$ cat src/rtl/ebox_pkg.sv
// ---------------------------------------------------------------------------
// ebox_pkg -- shared EBOX definitions.
//
// Contents used by the IR dispatch RAM controller:
//   DRAM_ADDR_BITS / DRAM_WIDTH  geometry of the 512 x 15 dispatch RAM
//   irDramCtlState_t             controller state encoding
//   DIAG_*                       EBUS diag sub-function codes
//   wr_count_inc()               saturating increment for the 10-bit write count
// ---------------------------------------------------------------------------
package ebox_pkg;

   localparam int unsigned DRAM_ADDR_BITS = 9;
   localparam int unsigned DRAM_WIDTH     = 15;

   typedef enum logic [2:0] {
      IDLE,
      WRITE,
      RB,
      CMP,
      DONE,
      SWEEP
   } irDramCtlState_t;

   // Diag sub-function codes carried on diag_func.
   localparam logic [2:0] DIAG_ADDR_HI  = 3'd0;  // addr[0:2]   <= data[3:5]
   localparam logic [2:0] DIAG_ADDR_LO  = 3'd1;  // addr[3:8]   <= data[0:5]
   localparam logic [2:0] DIAG_WD_HI    = 3'd2;  // wdata[0:5]  <= data[0:5]
   localparam logic [2:0] DIAG_WD_MID   = 3'd3;  // wdata[6:11] <= data[0:5]
   localparam logic [2:0] DIAG_WD_LO_WR = 3'd4;  // wdata[12:14] <= data[3:5], start write
   localparam logic [2:0] DIAG_SWEEP    = 3'd5;  // zero-fill the whole RAM
   localparam logic [2:0] DIAG_CLR_ERR  = 3'd6;  // clear sticky wr_err
   localparam logic [2:0] DIAG_NOP      = 3'd7;

   // Write counter holds at all-ones rather than wrapping.
   function automatic logic [9:0] wr_count_inc(input logic [9:0] count);
      return (count == 10'h3FF) ? count : count + 10'd1;
   endfunction

endpackage

$ cat src/rtl/ir_dram_ctl.sv
// ---------------------------------------------------------------------------
// ir_dram_ctl -- owner of the single port of the IR dispatch RAM (DRAM).
//
// EBOX dispatch reads (load_dram) always win the port; diag writes and the
// zero-fill sweep stall in place while a dispatch read is present and resume
// on the next free cycle.  A diag write is assembled from EBUS diag
// functions, written, optionally read back and compared, and then the
// address register advances so consecutive words can be loaded quickly.
//
// Ports:
//   clk              IR clock, all logic on posedge
//   CROBAR           synchronous active-high reset
//   load_dram        dispatch read request (one-cycle pulse)
//   read_addr        dispatch read address
//   diag_func_valid  strobe for diag_func / diag_data
//   diag_func        diag sub-function code
//   diag_data        EBUS diag data
//   dram_addr        RAM address (combinational)
//   dram_we          RAM write enable (combinational)
//   dram_din         RAM write data
//   dram_dout        RAM read data, valid the cycle after its address
//   busy             write or sweep in progress (registered)
//   wr_err           sticky readback mismatch
//   wr_count         writes completed since reset / sweep start (saturating)
// ---------------------------------------------------------------------------
module ir_dram_ctl
   import ebox_pkg::*;
#(
   parameter int ADDR_BITS  = DRAM_ADDR_BITS,
   parameter int DATA_WIDTH = DRAM_WIDTH,
   parameter int VERIFY     = 1
) (
   input  logic                  clk,
   input  logic                  CROBAR,
   input  logic                  load_dram,
   input  logic [0:ADDR_BITS-1]  read_addr,
   input  logic                  diag_func_valid,
   input  logic [0:2]            diag_func,
   input  logic [0:5]            diag_data,
   output logic [0:ADDR_BITS-1]  dram_addr,
   output logic                  dram_we,
   output logic [0:DATA_WIDTH-1] dram_din,
   input  logic [0:DATA_WIDTH-1] dram_dout,
   output logic                  busy,
   output logic                  wr_err,
   output logic [0:9]            wr_count
);

   irDramCtlState_t        state;
   logic [0:ADDR_BITS-1]   addr;
   logic [0:DATA_WIDTH-1]  wdata;

   // Port mux.  A dispatch read takes the port outright; the FSM sees
   // load_dram too and simply holds its state for that cycle.
   always_comb begin
      // NOTE: every output gets a default first so no path leaves one unassigned (no latch).
      dram_addr = addr;
      dram_we   = 1'b0;
      dram_din  = wdata;
      if (state == SWEEP) dram_din = '0;
      if (load_dram) dram_addr = read_addr;
      else           dram_we   = (state == WRITE) || (state == SWEEP);
   end

   // NOTE: state registers use non-blocking assignments so every branch sees pre-edge values.
   always_ff @(posedge clk) begin
      if (CROBAR) begin
         state    <= IDLE;
         addr     <= '0;
         wdata    <= '0;
         wr_count <= '0;
         busy     <= 1'b0;
         wr_err   <= 1'b0;
      end else begin
         // Clear is honoured in any state; a mismatch set later in this
         // block overrides it because the last assignment wins.
         if (diag_func_valid && diag_func == DIAG_CLR_ERR) wr_err <= 1'b0;

         case (state)
            // busy is low only in IDLE, so functions 0-5 are naturally
            // ignored everywhere else.
            IDLE: begin
               if (diag_func_valid) begin
                  case (diag_func)
                     DIAG_ADDR_HI:  addr[0:2]    <= diag_data[3:5];
                     DIAG_ADDR_LO:  addr[3:8]    <= diag_data[0:5];
                     DIAG_WD_HI:    wdata[0:5]   <= diag_data;
                     DIAG_WD_MID:   wdata[6:11]  <= diag_data;
                     DIAG_WD_LO_WR: begin
                        wdata[12:14] <= diag_data[3:5];
                        state        <= WRITE;
                        busy         <= 1'b1;
                     end
                     DIAG_SWEEP: begin
                        addr     <= '0;
                        wr_count <= '0;
                        state    <= SWEEP;
                        busy     <= 1'b1;
                     end
                     default: ;
                  endcase
               end
            end

            WRITE: begin
               if (!load_dram) begin
                  wr_count <= wr_count_inc(wr_count);
                  state    <= (VERIFY != 0) ? RB : DONE;
               end
            end

            RB: if (!load_dram) state <= CMP;

            // Read data belongs to the RB address; a dispatch read issued
            // now only affects next cycle's dram_dout.
            CMP: begin
               if (dram_dout != wdata) wr_err <= 1'b1;
               state <= DONE;
            end

            DONE: begin
               addr  <= addr + 1'b1;
               busy  <= 1'b0;
               state <= IDLE;
            end

            SWEEP: begin
               if (!load_dram) begin
                  addr     <= addr + 1'b1;
                  wr_count <= wr_count_inc(wr_count);
                  if (addr == '1) begin
                     busy  <= 1'b0;
                     state <= IDLE;
                  end
               end
            end

            default: state <= IDLE;
         endcase
      end
   end

endmodule

$ cat config.mk
export PLATFORM = sky130hd
export DESIGN_NAME = ir_dram_ctl
export DESIGN_NICKNAME = d
export VERILOG_FILES = /design/src/rtl/ebox_pkg.sv /design/src/rtl/ir_dram_ctl.sv
export SDC_FILE = /design/constraint.sdc
export NUM_CORES = 1
export LEC_CHECK = 0
export ABC_AREA = 1
export CAP_MARGIN = 10
export CORE_MARGIN = 2
export CORE_UTILIZATION = 35
export CTS_BUF_LIST = sky130_fd_sc_hd__clkbuf_16
export DETAILED_ROUTE_END_ITERATION = 16
export SLEW_MARGIN = 20
export SYNTH_ARGS = -nofsm -noshare
export SYNTH_HDL_FRONTEND = slang
export SYNTH_SLANG_ARGS = --single-unit
$ cat constraint.sdc
create_clock -name clk -period 3.1 [get_ports clk]
set_input_delay 0.465 -clock clk [delete_from_list [all_inputs] [get_ports clk]]
set_output_delay 0.465 -clock clk [all_outputs]
set_load 0.02 [all_outputs]
==> metrics <==
status complete, no violations; most frequent cells in the layout 116 x nand2_1, 73 x clkdlybuf4s50_1, 71 x nor2_1; nets@finish 553; first-pass GRT wire length 11700 um; H-tree depth 2; Clock transition at path regs 0.06 ns; CP arrival 2.12 ns; min Tclk post-route 2.59 ns; most common cell after layout, fill and taps aside nand2_1; register area 781 um^2; Pleak 1.65 nW; vias in the first global route 2463; internal power 1.29 mW; Post-CTS Setup Bufs 0; filler instances 763; Mean Syn Cell Area 5.96 um^2; Antenna Cells 0; hpwl dp 5310 um; number of CTS-inserted buffers 5; reg2reg setup slack 1.03 ns; slowest stage delay, CP 0.67 ns; Hold Crit Class reg2reg; Remaining DRCs 0; DRT Pass-1 Iters 4; Starting Density 0.363; die width 90.7 um; total power 2.24 mW; max-cap violations 0; footprint of the multi-input gates 0.00151 mm^2; most used cell, CP clkdlybuf4s50_1; depth of the most critical reg-to-reg path 12; num ports 74; worst r2r dst state[2]; die area 0.00822 mm^2; critical path required time 2.63 ns; Design Area, Final 0.00358 mm^2; #FFs+latches synth 39; Slew HR 0.455; CP max FO 10; R2R Path Start addr[8]; Synth area leaders dfxtp_1 30%, nand2_1 17%, nor2_1 10%, inv_1 9.8%, o21ai_0 7.2%; Yosys top cell area share 0.297; worst slack at placement 0.505 ns; max frequency 386 MHz; Netlist cell types 29; P per Cell Area 627 mW/mm^2; initial antenna violation count 0; pin count of the biggest net entering global routing 32; clock sinks 39; number of port buffers 73; setup TNS 0 ns; Syn Inst Count 441; vias 2771; WL/cell 11.2 um; Worst-Skew Late Latency 0.28 ns; Tot GR Track Use 0.171; Syn Nets 481; Comb power frac 0.468; GPL Wtd Cong 0.831; post-route setup slack 0.511 ns; Final Skew 0.00445 ns; dpl cell area 0.00344 mm^2; Syn. warnings 0; die height 90.7 um; Final Slew Violations 0; register area share after synthesis 0.297; sequential group share of total power 0.316; critical path class in2out; starting DRC count in detailed routing 105; Post-CTS Resized 0; Worst Setup SP load_dram; Levels on crit path 5; VDD IR max 0.361 mV; Setup-failing EPs final 0; GRT overflow 0; synthesis-to-finish area growth 36.0%; CP bufs+invs 3; Psw 953 uW; unrepaired setup endpoints after global routing false; switch share 0.425; clock power share 0.216; Vias/cell 4.52; Post-Route WL 6880 um; Worst setup EP type output pin; Root Buffer Master clkbuf_16; worst slew pin tran 0.816 ns; CTS tree done; Rows 31; core box area 0.00725 mm^2; CP Launch Type input port; fin crit share 0.835; CTS Hold Bufs 0; Crit-path slowest cell clkdlybuf4s50_1; share of cells above drive strength 1 0.0875; post-route ant nets 0; CP delay by family, top buffers and inverters; Worst Setup EP dram_addr[4]; final hold violation count 0; CTS Buffer Depth 2; Post-Syn Area 0.00263 mm^2; crit path cell chain clkdlybuf4s50_1, buf_4, nand2_1, o21ai_0, clkdlybuf4s50_1; cell taking the most area after synthesis dfxtp_1
==> cells in the mapped netlist <==
cell type	n
ha_1	3
nand4_2	1
buf_4	3
buf_6	1
nand2_1	116
dfxtp_1	39
nand4_1	5
mux2_2	4
inv_2	7
nand3b_1	1
nor2_4	2
a21oi_2	1
nand2_4	1
o21ai_1	2
nor2_2	7
nor3_1	4
xnor2_1	1
o21ai_0	38
or2_2	1
nand2_2	8
nand3_1	24
clkbuf_1	5
nor3b_1	1
nand3_2	6
inv_1	69
nor2_1	71
a31oi_1	2
o21bai_4	1
a21oi_1	17
==> how the worst min path moves through the flow <==
stage	depth (start not counted)	startpoint	end	slack, ns
2_1_floorplan	2	wdata[11]	wdata[11]	0.45
3_3_place_gp	2	wr_count[1]	wr_count[1]	0.46
3_5_place_dp	2	wr_count[1]	wr_count[1]	0.47
5_1_grt	2	wdata[7]	wdata[7]	0.51
4_1_cts	2	wdata[11]	wdata[11]	0.48
6_report	2	wdata[13]	wdata[13]	0.48
==> area by class of cell <==
type,instances,area share
clock buffers,5,0.0350
clock inverters,3,0.00315
inverters,76,0.0798
multi-input cells,317,0.423
flip-flops and latches,39,0.218
well taps,99,0.0346
repair buffers,74,0.206
==> worst register-to-register path: stages (launching register included) <==
cell and delay (ns):
dfxtp_1 0.43, ha_1 0.19, nand2_1 0.08, nor3_1 0.28, nand3_1 0.16, nor2_1 0.12
ha_1 0.16, nor2_1 0.05, nor2_2 0.18, nand3_2 0.13, nand2_1 0.08, nand2_1 0.04
nor2_1 0.11
==> power groups by stage <==
stage          registers, mW  clock network, mW  logic (mW)
4_1_cts                0.708              0.495        1.06
3_3_place_gp           0.718                  0        1.05
2_1_floorplan          0.710                  0       0.733
3_5_place_dp           0.718                  0        1.05
6_report               0.708              0.485        1.05
5_1_grt                0.726              0.520        1.20
==> sequential cells by signal, indices dropped and copies added (netlist names) <==
register  cells
addr          9
state         3
wr_err        1
wdata        15
busy          1
wr_count     10
==> kinds of logic after synthesis <==
kind of cell | share of synthesized area
adders and majority gates | 0.0143
DFF | 0.297
xor gates and xnor gates | 0.00333
AOI/OAI and AO/OA | 0.124
muxes | 0.0171
and+or+nand+nor | 0.416
buffers and inverters | 0.128
==> metrics by stage <==
stage          hold slack (ns)  std cells  utilization
6_report                 0.483        613        0.493
5_1_grt                  0.505        613        0.493
4_1_cts                  0.485        613        0.493
3_5_place_dp             0.474        605        0.474
3_3_place_gp             0.464        605        0.474
2_1_floorplan            0.450        441            -
==> per-layer routing <==
metal	routed length (um)	global-route usage	up-vias
met1	3450	0.233	1199
met4	45	0.0372	0
met3	294	0.0359	4
met5	0	0	-
met2	3100	0.277	58
li1	-	-	1510
No activity file was read; power rests on OpenSTA's default activity.
